**src/rtl/axis_skid_pkg.sv**
```systemverilog
`default_nettype none
// +--------------------------------------------------------------------------+
// | Module      : axis_skid_pkg                                              |
// | Description : Shared stage state encoding and sizing helper for the      |
// |               axis_skid_pipe family.                                     |
// | Revision    : 1.0 - initial release                                      |
// +--------------------------------------------------------------------------+
package axis_skid_pkg;

  typedef enum logic [1:0] {
    EMPTY = 2'd0,
    BUSY  = 2'd1,
    FULL  = 2'd2
  } stage_state_e;

  // Counter width able to represent 0 .. 2*stages inclusive.
  function automatic int occ_width(input int stages);
    return $clog2(2 * stages + 1);
  endfunction

endpackage
`default_nettype wire

```
**src/rtl/axis_skid_stage.sv**
```systemverilog
`default_nettype none
// +--------------------------------------------------------------------------+
// | Module      : axis_skid_stage                                            |
// | Description : One full-throughput 2-entry skid stage (output reg + skid  |
// |               reg); ready and valid are decoded from state only.         |
// | Revision    : 1.0 - initial release                                      |
// +--------------------------------------------------------------------------+
module axis_skid_stage
  import axis_skid_pkg::*;
#(
  parameter int PAYLOAD_WIDTH = 11
) (
  input  logic                     clk,
  input  logic                     rst,
  input  logic                     in_valid,
  output logic                     in_ready,
  input  logic [PAYLOAD_WIDTH-1:0] in_payload,
  output logic                     out_valid,
  input  logic                     out_ready,
  output logic [PAYLOAD_WIDTH-1:0] out_payload
);

  stage_state_e             r_state;
  stage_state_e             w_state_next;
  logic [PAYLOAD_WIDTH-1:0] r_out;
  logic [PAYLOAD_WIDTH-1:0] r_skid;
  logic                     w_in_fire;
  logic                     w_out_fire;
  logic                     w_load_out_from_in;
  logic                     w_load_out_from_skid;
  logic                     w_load_skid;

  assign in_ready    = (r_state != FULL);
  assign out_valid   = (r_state != EMPTY);
  assign out_payload = r_out;
  assign w_in_fire   = in_valid & in_ready;
  assign w_out_fire  = out_valid & out_ready;

  always_ff @(posedge clk) begin
    if (rst) begin
      r_state <= EMPTY;
    end else begin
      r_state <= w_state_next;
    end
  end

  always_comb begin
    w_state_next         = r_state;
    w_load_out_from_in   = 1'b0;
    w_load_out_from_skid = 1'b0;
    w_load_skid          = 1'b0;
    case (r_state)
      EMPTY: begin
        if (w_in_fire) begin
          w_state_next       = BUSY;
          w_load_out_from_in = 1'b1;
        end
      end
      BUSY: begin
        case ({w_in_fire, w_out_fire})
          2'b10: begin
            w_state_next = FULL;
            w_load_skid  = 1'b1;
          end
          2'b01: begin
            w_state_next = EMPTY;
          end
          2'b11: begin
            w_load_out_from_in = 1'b1;
          end
          default: begin
          end
        endcase
      end
      FULL: begin
        // Upstream is held off here, so only the drain direction can move.
        if (w_out_fire) begin
          w_state_next         = BUSY;
          w_load_out_from_skid = 1'b1;
        end
      end
      default: begin
        w_state_next = EMPTY;
      end
    endcase
  end

  always_ff @(posedge clk) begin
    if (rst) begin
      r_out  <= '0;
      r_skid <= '0;
    end else begin
      if (w_load_out_from_in) begin
        r_out <= in_payload;
      end else if (w_load_out_from_skid) begin
        r_out <= r_skid;
      end
      if (w_load_skid) begin
        r_skid <= in_payload;
      end
    end
  end

endmodule
`default_nettype wire

```
**src/rtl/axis_skid_pipe.sv**
```systemverilog
`default_nettype none
// +--------------------------------------------------------------------------+
// | Module      : axis_skid_pipe                                             |
// | Description : STAGES chained AXI4-Stream skid stages, 2*STAGES beats of  |
// |               capacity. Optional occupancy counter enabled by macro      |
// |               AXIS_SKID_PIPE_OCCUPANCY_EN (tied to 0 otherwise).         |
// | Revision    : 1.0 - initial release                                      |
// +--------------------------------------------------------------------------+
module axis_skid_pipe
  import axis_skid_pkg::*;
#(
  parameter  int DATA_WIDTH = 8,
  parameter  int USER_WIDTH = 1,
  parameter  int STAGES     = 2,
  localparam int KEEP_WIDTH = DATA_WIDTH / 8
) (
  input  logic                          aclk,
  input  logic                          areset,
  input  logic                          s_axis_tvalid,
  output logic                          s_axis_tready,
  input  logic [DATA_WIDTH-1:0]         s_axis_tdata,
  input  logic [KEEP_WIDTH-1:0]         s_axis_tkeep,
  input  logic                          s_axis_tlast,
  input  logic [USER_WIDTH-1:0]         s_axis_tuser,
  output logic                          m_axis_tvalid,
  input  logic                          m_axis_tready,
  output logic [DATA_WIDTH-1:0]         m_axis_tdata,
  output logic [KEEP_WIDTH-1:0]         m_axis_tkeep,
  output logic                          m_axis_tlast,
  output logic [USER_WIDTH-1:0]         m_axis_tuser,
  output logic [occ_width(STAGES)-1:0]  occupancy
);

  localparam int PAYLOAD_WIDTH = DATA_WIDTH + KEEP_WIDTH + 1 + USER_WIDTH;
  localparam int OCC_WIDTH     = occ_width(STAGES);

  logic                     r_alive;
  logic                     w_valid   [STAGES+1];
  logic                     w_ready   [STAGES+1];
  logic [PAYLOAD_WIDTH-1:0] w_payload [STAGES+1];

  // Keeps upstream ready low while reset is applied and through the reset cycle.
  always_ff @(posedge aclk) begin
    if (areset) begin
      r_alive <= 1'b0;
    end else begin
      r_alive <= 1'b1;
    end
  end

  assign w_valid[0]   = s_axis_tvalid & r_alive;
  assign w_payload[0] = {s_axis_tdata, s_axis_tkeep, s_axis_tlast, s_axis_tuser};
  assign s_axis_tready = w_ready[0] & r_alive;

  generate
    for (genvar g = 0; g < STAGES; g++) begin : g_stage
      axis_skid_stage #(
        .PAYLOAD_WIDTH (PAYLOAD_WIDTH)
      ) u_stage (
        .clk         (aclk),
        .rst         (areset),
        .in_valid    (w_valid[g]),
        .in_ready    (w_ready[g]),
        .in_payload  (w_payload[g]),
        .out_valid   (w_valid[g+1]),
        .out_ready   (w_ready[g+1]),
        .out_payload (w_payload[g+1])
      );
    end
  endgenerate

  assign m_axis_tvalid      = w_valid[STAGES];
  assign w_ready[STAGES]    = m_axis_tready;
  assign {m_axis_tdata, m_axis_tkeep, m_axis_tlast, m_axis_tuser} = w_payload[STAGES];

`ifdef AXIS_SKID_PIPE_OCCUPANCY_EN
  logic [OCC_WIDTH-1:0] r_occ;
  logic                 w_s_fire;
  logic                 w_m_fire;

  assign w_s_fire = s_axis_tvalid & s_axis_tready;
  assign w_m_fire = m_axis_tvalid & m_axis_tready;

  always_ff @(posedge aclk) begin
    if (areset) begin
      r_occ <= '0;
    end else begin
      case ({w_s_fire, w_m_fire})
        2'b10:   r_occ <= r_occ + OCC_WIDTH'(1);
        2'b01:   r_occ <= r_occ - OCC_WIDTH'(1);
        default: r_occ <= r_occ;
      endcase
    end
  end

  assign occupancy = r_occ;
`else
  assign occupancy = '0;
`endif

endmodule
`default_nettype wire

```
**config.mk**
```make
export PLATFORM = sky130hd
export DESIGN_NAME = axis_skid_pipe
export DESIGN_NICKNAME = d
export VERILOG_FILES = /design/src/rtl/axis_skid_pkg.sv /design/src/rtl/axis_skid_stage.sv /design/src/rtl/axis_skid_pipe.sv
export SDC_FILE = /design/constraint.sdc
export NUM_CORES = 1
export LEC_CHECK = 0
export ABC_AREA = 1
export CAP_MARGIN = 20
export CORE_MARGIN = 2
export CORE_UTILIZATION = 47
export CTS_BUF_LIST = sky130_fd_sc_hd__clkbuf_4 sky130_fd_sc_hd__clkbuf_8 sky130_fd_sc_hd__clkbuf_16
export DETAILED_ROUTE_END_ITERATION = 12
export PLACE_DENSITY = 0.69
export SYNTH_ARGS = -nofsm -noshare
export SYNTH_HDL_FRONTEND = slang
export SYNTH_SLANG_ARGS = --single-unit
```
**constraint.sdc**
```tcl
create_clock -name aclk -period 1.6 [get_ports aclk]
set_clock_uncertainty 0.15 [all_clocks]
set_input_delay 0.24 -clock aclk [delete_from_list [all_inputs] [get_ports aclk]]
set_output_delay 0.24 -clock aclk [all_outputs]
set_load 0.03 [all_outputs]
```
==> impl_metrics.ini <==
[run_status]
status = completed

[placed_design]
pre_cts_ws_ns = -0.176
place_hpwl_um = 3010
routabilityCongestion = 0.748
io_buffers = 27
dp_cells = 403
dpl-instance-area_mm2 = 0.00257

[sta]
period_needed_ns = 1.54
holdWs_ns = 0.310
rsz0062_at_grt = true
fmax_ghz = 0.649
fin_ws_ns = 0.0596
finalCritPeriodShare_pct = 96.3
setup_viol = 0
hold_viol = 0
slew_violations = 0

[floorplan]
ioPinCount = 31
fp.dieArea_mm2 = 0.00518
initial_core_util_pct = 49.1
die_h_um = 71.9
die_w_um = 71.9
core-area_mm2 = 0.00441
rows = 24

[power]
p_sw_share_pct = 24.5
combinationalPowerShare_pct = 13.3
pwr_density_cell_mw_per_mm2 = 948
ir_drop_v = 0.000398
netSwitchingPower_mw = 0.627
p_leak_nw = 1.18
pwr-share-clk_pct = 36.2
seq_power_share_pct = 50.5
power.internal_mw = 1.93

[clock_network]
post_cts.repair.setup_buffers = 0
cts_tree = done
clockBufferDepth = 2
clkTransAtPathRegs_ns = 0.08
h-tree-depth = 2
cts_root_buffer = clkbuf_8
clk_latency_ns = 0.30
numClockSinks = 49
cts_made_buffers = 5
ctsHoldBuffers = 0

[logic_synthesis]
synthTopCellsByArea = dfxtp_1 (45%), nand2_1 (13%), nor2_1 (12%)
netlist_instances = 326
synth_top_cells_by_count = nand2_1 (73), nor2_1 (70), dfxtp_1 (49)
async_reset_ff_share_pct = 0
synth_top_area_share_pct = 45.2
yosysMostFrequentCell = nand2_1
syn-cell-area_mm2 = 0.00217
synth_cell_types = 14
synth_edf_count = 0
ys_warn_count = 0
ys_ff_latch = 49
synth-seq-area-share_pct = 45.2
postSynthAreaPerCell_um2 = 6.66
yosysTopAreaCell = dfxtp_1
ys.flop_type = dfxtp_1

[final_layout]
fin_cells = 411
num-nets-final = 373
drive_gt1_share_pct = 9.75
post-route-util_pct = 61.1
design_area_mm2 = 0.00270
syn_to_final_growth_pct = 24.2
num_antenna_cells = 0

[worst_setup_path]
path_delay_family = flip-flops
crit_path_top_delay_cell = dfxtp_2
path_cells = inv_1 > nand2_1 > inv_1 > nor2_1 > buf_4
path_depth = 5
rrSetupSlack_ns = 0.15
r2r_end = g_stage[0].u_stage.r_skid[1]
rr_worst_depth = 6
cp-startpoint = g_stage[0].u_stage.r_state[0]
arrival_ns = 1.15
rr_startpoint = g_stage[0].u_stage.r_state[0]
crit_type = flop to output port
cp-start-kind = flop
critPathBufInv = 3
worstSetupEndpoint = s_axis_tready
path_max_fanout = 4
cpPeakStageDelay_ns = 0.36
cp-end-kind = output port
cp_data_required_time_ns = 1.21
critical_path.most_common_cell = inv_1

[global_route]
grt_max_degree = 27
grtUsageTotal_pct = 19.2
grt_pass1_wl_um = 7980
antenna_found_initial = 0
grt_pass1_vias = 1760
grt_overflow = 0

[detailed_routing]
first_iter_violations = 142
wl_per_cell_um = 11.0
via_per_inst = 4.81
num_vias = 1975
drc_errors = 0
wl_um = 4510
firstDrtPassIters = 4
ant_nets = 0

[worst_hold_path]
min_path_type = flop to flop

[flow_run]
drv_cap = 0
## state kept, by name (all words and copies together), names as in the netlist
name / count
g_stage.u_stage.out_payload: 22
g_stage.u_stage.r_skid: 22
g_stage.u_stage.r_state: 4
r_alive: 1
## logic make-up after synthesis
| group | after synthesis | synth area share (%) |
|---|---|---|
| xor+xnor | 1 | 0.404 |
| simple gates | 171 | 31.8 |
| buf+inv | 54 | 10.9 |
| compound gates | 50 | 11.5 |
| flops | 49 | 45.2 |
| other cells | 1 | 0.173 |
## power groups by stage
stage          Sequential [mW]  Clock (mW)  Combinational (mW)
4_1_cts                   1.29       0.948               0.337
6_report                  1.29       0.926               0.339
3_5_place_dp              1.32           0               0.349
5_1_grt                   1.29       0.997               0.378
2_1_floorplan             1.35           0               0.176
3_3_place_gp              1.32           0               0.346
## area by class of cell
| type | instances | area (um^2) |
|---|---|---|
| Inverter | 33 | 124 |
| Tap cell | 52 | 65.1 |
| Clock inverter | 1 | 30.0 |
| Timing Repair Buffer | 44 | 429 |
| Sequential cell | 49 | 982 |
| Fill cell | 413 | 1720 |
| Multi-Input combinational cell | 225 | 975 |
| Clock buffer | 7 | 90.1 |
## worst reg2reg max path, stage by stage (launching register included)
cell     delay (ns)
dfxtp_2        0.34
nor2_1         0.24
inv_1          0.11
nand2_1        0.11
buf_4          0.19
nand3_1        0.08
a21oi_1        0.15
## how the worst min path moves through the flow
stage	startpoint	to	slack (ns)	cells past startpoint
3_3_place_gp	g_stage[1].u_stage.r_skid[2]	g_stage[1].u_stage.r_skid[2]	0.29	2
6_report	g_stage[1].u_stage.r_skid[7]	g_stage[1].u_stage.r_skid[7]	0.31	2
2_1_floorplan	m_axis_tready	g_stage[1].u_stage.r_state[0]	0.23	2
3_5_place_dp	g_stage[1].u_stage.r_skid[0]	g_stage[1].u_stage.r_skid[0]	0.29	2
5_1_grt	g_stage[0].u_stage.r_skid[10]	g_stage[0].u_stage.r_skid[10]	0.33	2
4_1_cts	g_stage[1].u_stage.r_skid[7]	g_stage[1].u_stage.r_skid[7]	0.31	2
## what timing repair did
item / CTS / global route
setup endpoints to repair: 22 / 33
endpoints found under the hold margin: 0 / 0
pin swaps: 0 / 0
resized for setup: 12 / 6
## routing by layer
metal / GRT usage (%) / vias up / part of all wire, %
met1: 26.9 / 854 / 52
met2: 29.3 / 47 / 42
met4: 6.92 / 0 / 1.6
met5: 0 / - / 0
li1: - / 1066 / -
met3: 4.31 / 8 / 4.6
## stage by stage
stage	TNS, ns	power [mW]
floorplan	0	1.53
global placement	-3.29	1.66
detailed placement	-4.21	1.67
CTS	0	2.57
global route	-0.0402	2.67
finish	0	2.55
## placed cells by master, fill, tap and decap left out, drive strengths merged
cell / n
a21oi: 29
buf: 19
bufinv: 1
clkbuf: 7
clkdlybuf4s50: 14
conb: 3
dfxtp: 49
dlygate4sd2: 11
inv: 33
nand2: 73
nand3: 26
nor2: 72
o21ai: 21
xor2: 1
No activity file was read; power rests on OpenSTA's default activity.
